===== src/rtl/midi_note_parser.sv =====
// MIDI byte-stream parser for a monophonic voice: channel filtering, running status,
// note-on/note-off with last-note priority, and All Notes Off (CC 123).
module midi_note_parser #(
  parameter logic [3:0] CHANNEL = 4'd0
) (
  input  logic       i_clk,
  input  logic       i_rst,
  input  logic [7:0] i_rx_data,
  input  logic       i_rx_valid,
  output logic [6:0] o_note_num,
  output logic [6:0] o_velocity,
  output logic       o_gate,
  output logic       o_note_stb,
  output logic [1:0] o_dbg_state
);

  // Input side is strobe-only: a byte is consumed in every cycle i_rx_valid=1,
  // there is no ready/backpressure and i_rx_data is don't-care while i_rx_valid=0.

  localparam logic [1:0] ST_IDLE    = 2'd0;
  localparam logic [1:0] ST_WAIT_D1 = 2'd1;
  localparam logic [1:0] ST_WAIT_D2 = 2'd2;

  localparam logic [2:0] RS_NONE     = 3'd0;
  localparam logic [2:0] RS_NOTE_ON  = 3'd1;
  localparam logic [2:0] RS_NOTE_OFF = 3'd2;
  localparam logic [2:0] RS_CC       = 3'd3;
  localparam logic [2:0] RS_IGNORE   = 3'd4;

  localparam logic [6:0] CC_ALL_NOTES_OFF = 7'h7B;

  logic [1:0] r_state;
  logic [2:0] r_rs;
  logic [6:0] r_d1;

  logic       r_p_valid;
  logic [2:0] r_p_type;
  logic [6:0] r_p_d1;
  logic [6:0] r_p_d2;

  logic [6:0] r_note_num;
  logic [6:0] r_velocity;
  logic       r_gate;
  logic       r_note_stb;

  logic       w_is_realtime;
  logic       w_is_syscom;
  logic       w_is_chan;
  logic       w_is_data;
  logic       w_complete;
  logic [2:0] w_chan_type;
  logic       w_exec_on;
  logic       w_exec_off;
  logic       w_exec_ano;

  always_comb begin
    w_is_realtime = i_rx_valid && (i_rx_data[7:3] == 5'b11111);
    w_is_syscom   = i_rx_valid && (i_rx_data[7:3] == 5'b11110);
    w_is_chan     = i_rx_valid && i_rx_data[7] && (i_rx_data[6:4] != 3'b111);
    w_is_data     = i_rx_valid && !i_rx_data[7];
    w_complete    = w_is_data && (r_state == ST_WAIT_D2);
  end

  // Status bytes for other channels, and the types this voice has no use for,
  // still claim running status so their data bytes get swallowed.
  always_comb begin
    w_chan_type = RS_IGNORE;
    if (i_rx_data[3:0] == CHANNEL) begin
      case (i_rx_data[6:4])
        3'b001:  w_chan_type = RS_NOTE_ON;
        3'b000:  w_chan_type = RS_NOTE_OFF;
        3'b011:  w_chan_type = RS_CC;
        default: w_chan_type = RS_IGNORE;
      endcase
    end
  end

  always_ff @(posedge i_clk or posedge i_rst) begin
    if (i_rst) begin
      r_state <= ST_IDLE;
      r_rs    <= RS_NONE;
      r_d1    <= 7'd0;
    end else if (w_is_realtime) begin
      r_state <= r_state;
    end else if (w_is_syscom) begin
      r_state <= ST_IDLE;
      r_rs    <= RS_NONE;
    end else if (w_is_chan) begin
      r_state <= ST_WAIT_D1;
      r_rs    <= w_chan_type;
    end else if (w_is_data) begin
      case (r_state)
        ST_WAIT_D1: begin
          if (r_rs != RS_IGNORE) begin
            r_d1    <= i_rx_data[6:0];
            r_state <= ST_WAIT_D2;
          end
        end
        ST_WAIT_D2: r_state <= ST_WAIT_D1;
        default:    r_state <= ST_IDLE;
      endcase
    end
  end

  // A completed message is captured here and executed one edge later against the
  // current output state, giving the one-clock latency from last data byte to outputs.
  always_ff @(posedge i_clk or posedge i_rst) begin
    if (i_rst) begin
      r_p_valid <= 1'b0;
      r_p_type  <= RS_NONE;
      r_p_d1    <= 7'd0;
      r_p_d2    <= 7'd0;
    end else begin
      r_p_valid <= w_complete;
      if (w_complete) begin
        r_p_type <= r_rs;
        r_p_d1   <= r_d1;
        r_p_d2   <= i_rx_data[6:0];
      end
    end
  end

  always_comb begin
    w_exec_on  = r_p_valid && (r_p_type == RS_NOTE_ON) && (r_p_d2 != 7'd0);
    w_exec_off = r_p_valid && r_gate && (r_p_d1 == r_note_num) &&
                 ((r_p_type == RS_NOTE_OFF) ||
                  ((r_p_type == RS_NOTE_ON) && (r_p_d2 == 7'd0)));
    w_exec_ano = r_p_valid && r_gate && (r_p_type == RS_CC) &&
                 (r_p_d1 == CC_ALL_NOTES_OFF);
  end

  // Pitch and velocity are kept after release so the envelope tail sounds at the same note.
  always_ff @(posedge i_clk or posedge i_rst) begin
    if (i_rst) begin
      r_note_num <= 7'd0;
      r_velocity <= 7'd0;
      r_gate     <= 1'b0;
      r_note_stb <= 1'b0;
    end else begin
      r_note_stb <= w_exec_on || w_exec_off || w_exec_ano;
      if (w_exec_on) begin
        r_note_num <= r_p_d1;
        r_velocity <= r_p_d2;
        r_gate     <= 1'b1;
      end else if (w_exec_off || w_exec_ano) begin
        r_gate <= 1'b0;
      end
    end
  end

  assign o_note_num  = r_note_num;
  assign o_velocity  = r_velocity;
  assign o_gate      = r_gate;
  assign o_note_stb  = r_note_stb;
  assign o_dbg_state = r_state;

endmodule


===== config.mk =====
export PLATFORM = sky130hd
export DESIGN_NAME = midi_note_parser
export DESIGN_NICKNAME = d
export VERILOG_FILES = /design/src/rtl/midi_note_parser.sv
export SDC_FILE = /design/constraint.sdc
export NUM_CORES = 1
export LEC_CHECK = 0
export ABC_AREA = 1
export ABC_CLOCK_PERIOD_IN_PS = 3100
export CELL_PAD_IN_SITES_DETAIL_PLACEMENT = 1
export CELL_PAD_IN_SITES_GLOBAL_PLACEMENT = 2
export CORE_MARGIN = 1.5
export CORE_UTILIZATION = 35
export CTS_BUF_LIST = sky130_fd_sc_hd__clkbuf_2 sky130_fd_sc_hd__clkbuf_4 sky130_fd_sc_hd__clkbuf_8
export DETAILED_ROUTE_END_ITERATION = 8
export PLACE_DENSITY_LB_ADDON = 0.1
export SLEW_MARGIN = 10
export SYNTH_ARGS = -nofsm -noshare
export SYNTH_HDL_FRONTEND = slang
export SYNTH_SLANG_ARGS = --single-unit

===== constraint.sdc =====
create_clock -name i_clk -period 3.1 [get_ports i_clk]
set_input_delay 0.62 -clock i_clk [delete_from_list [all_inputs] [get_ports i_clk]]
set_output_delay 0.62 -clock i_clk [all_outputs]
set_load 0.02 [all_outputs]

==> results.json <==
{
  "outcome": "finished, final reports clean",
  "synth_seq_area_share_pct": 53.7,
  "crit_slowest_cell": "nor2_4",
  "hpwl_um": 3470,
  "tightest_slew_ns": 0.717,
  "wl_um": 4610,
  "nets": 298,
  "post-route-min-period_ns": 2.01,
  "avgSynthCellArea_um2": 8.33,
  "ctsLongestPathBuffers": 2,
  "drt_pass1_iterations": 4,
  "cts_tree": "built",
  "io_pins": 29,
  "htree_levels": 2,
  "synthCells": 257,
  "peakVddDrop_mv": 0.373,
  "clock-sinks": 46,
  "hold_class": "reg2reg",
  "die_h_um": 81.2,
  "hold_viol": 0,
  "netlist_area_mm2": 0.00214,
  "crit_path_max_fanout": 33,
  "core.rowCount": 28,
  "root_buffer": "clkbuf_8",
  "n_antenna_cell": 0,
  "dieArea_mm2": 0.00660,
  "grt_max_degree": 47,
  "grt_usage_pct": 16.4,
  "viasPerCell": 4.56,
  "core-area_mm2": 0.00592,
  "crit_type": "in2reg",
  "synth_area_leader_cell": "dfrtp_1",
  "final_cell_mix": "nand2_1 (81), dfrtp_1 (46), o21ai_1 (30), inv_1 (29), clkdlybuf4s50_1 (28)",
  "setup_viol": 0,
  "power_density_mw_per_mm2": 849,
  "vias": 1657,
  "io_buffers": 28,
  "worst_slack_ns": 1.09,
  "postLayoutCoreUtil_pct": 43.4,
  "cts_setup_buffers": 0,
  "cts_resized": 0,
  "grt_pass1_vias": 1690,
  "drive_gt1_share_pct": 13.2,
  "grt_pass1_wl_um": 8110,
  "post_drt_wl_per_cell_um": 12.7,
  "leakagePower_nw": 1.23,
  "slowest_delay_ns": 0.58,
  "pre_cts_ws_ns": 0.749,
  "ant_nets": 0,
  "fp.dieW_um": 81.2,
  "max_cap_violations": 0,
  "initial_core_util_pct": 36.2,
  "synth_top_cells_by_area": "dfrtp_1 (54%), nand2_1 (14%), o21ai_1 (7.0%), inv_1 (5.3%), o21ai_2 (2.9%)",
  "clk_pin_slew_ns": 0.09,
  "required_ns": 3.29,
  "final_common_cell": "nand2_1",
  "slew_headroom_pct": 52.1,
  "drc": 0,
  "area_delta_synth_final_pct": 20.0,
  "critPathCaptureType": "flop",
  "synth-seq-cells": 46,
  "fin_crit_sh_pct": 64.9,
  "fin_area_mm2": 0.00257,
  "grt_setup_unrepaired": "false",
  "critical_path_arrival_ns": 2.20,
  "holdBufCountCts": 0,
  "synth_top_area_share_pct": 53.7,
  "placed_area_mm2": 0.00246,
  "clkLatencyLatePin_ns": 0.30,
  "drtIter0Drc": 63,
  "path_cells": "clkdlybuf4s50_1 -> inv_1 -> nor2_2 -> inv_2 -> nor2_4 -> inv_2 -> nand2_1 -> o21ai_1",
  "critical_path.most_common_cell": "inv_2",
  "synth_nets": 268,
  "slew_viol_final": 0,
  "fin_skew_ns": 0.00768,
  "yosysWarnings": 0,
  "fmax_mhz": 497,
  "cts_buffers": 5,
  "overflow": 0,
  "total_power_mw": 2.18,
  "yosysUniqueCellTypes": 22,
  "gp_congestion": 0.731,
  "critPathLaunchType": "input pin",
  "antenna_found_initial": 0,
  "setup_tns_ns": 0
}
## critical path: cells and delay by family
family / cells / cell delay (ns)
buf+inv: 4 / 0.72
simple gates: 3 / 0.80
compound gates: 1 / 0.06
## metal layers
metal  global-route usage (%)  vias up  wire length [µm]
met1                     22.4      770              2260
li1                         -      857                 -
met3                     4.61        5               124
met5                        0        -                 0
met2                     25.7       25              2180
met4                     4.14        0                47
## cell type report
type	count	area, µm²
sequential	46	1150
inverter	42	160
clock inverter	3	40.0
multi-input combinational	163	769
clock buffer	5	68.8
tap	75	93.8
timing repair buffer	29	288
fill	742	3350
## through the flow
| stage | std cells | hold WS (ns) |
|---|---|---|
| finish | 363 | 0.488 |
| global route | 363 | 0.507 |
| CTS | 363 | 0.493 |
| detailed placement | 355 | 0.471 |
| global placement | 355 | 0.467 |
| floorplan | 257 | 0.449 |
## sequential cells by signal, indices dropped and copies added, names as in the netlist
name	count
o_dbg_state	2
o_gate	1
o_note_num	7
o_note_stb	1
o_velocity	7
r_d1	7
r_p_d1	7
r_p_d2	7
r_p_type	3
r_p_valid	1
r_rs	3
## power breakdown
group | internal [mW] | switching [mW] | total (mW)
registers | 0.818 | 0.153 | 0.971
clock network | 0.237 | 0.201 | 0.439
logic | 0.331 | 0.442 | 0.773
## final timing paths
kind,start,to,slack [ns],cells after the start
max,i_rx_valid,r_p_type[2],1.09,8
min,o_velocity[0],o_velocity[0],0.49,2
max reg2reg,o_dbg_state[0],r_p_type[2],1.51,6
min reg2reg,o_velocity[0],o_velocity[0],0.49,2
max in group asynchronous,i_rst,o_note_num[3],1.92,3
min in group asynchronous,i_rst,o_gate,0.79,3
## cell usage after synthesis, drive strengths merged
library cell and number:
nor3 3, and2 1, o22ai 1, o21ai 38
o211ai 1, nand2 85, nand3 12, nand4 3
inv 42, dfrtp 46, nor2 17, buf 6
a21oi 2
## logic make-up (layout without fill, tap and decap cells)
| kind of cell | count (synthesis) | count (layout) | synth area share [%] |
|---|---|---|---|
| AOI/OAI and AO/OA | 42 | 42 | 11.2 |
| buffers and inverters | 48 | 79 | 10.3 |
| DFF | 46 | 46 | 53.7 |
| and+or+nand+nor | 121 | 121 | 24.7 |
Power figures use the tool's default switching activity.
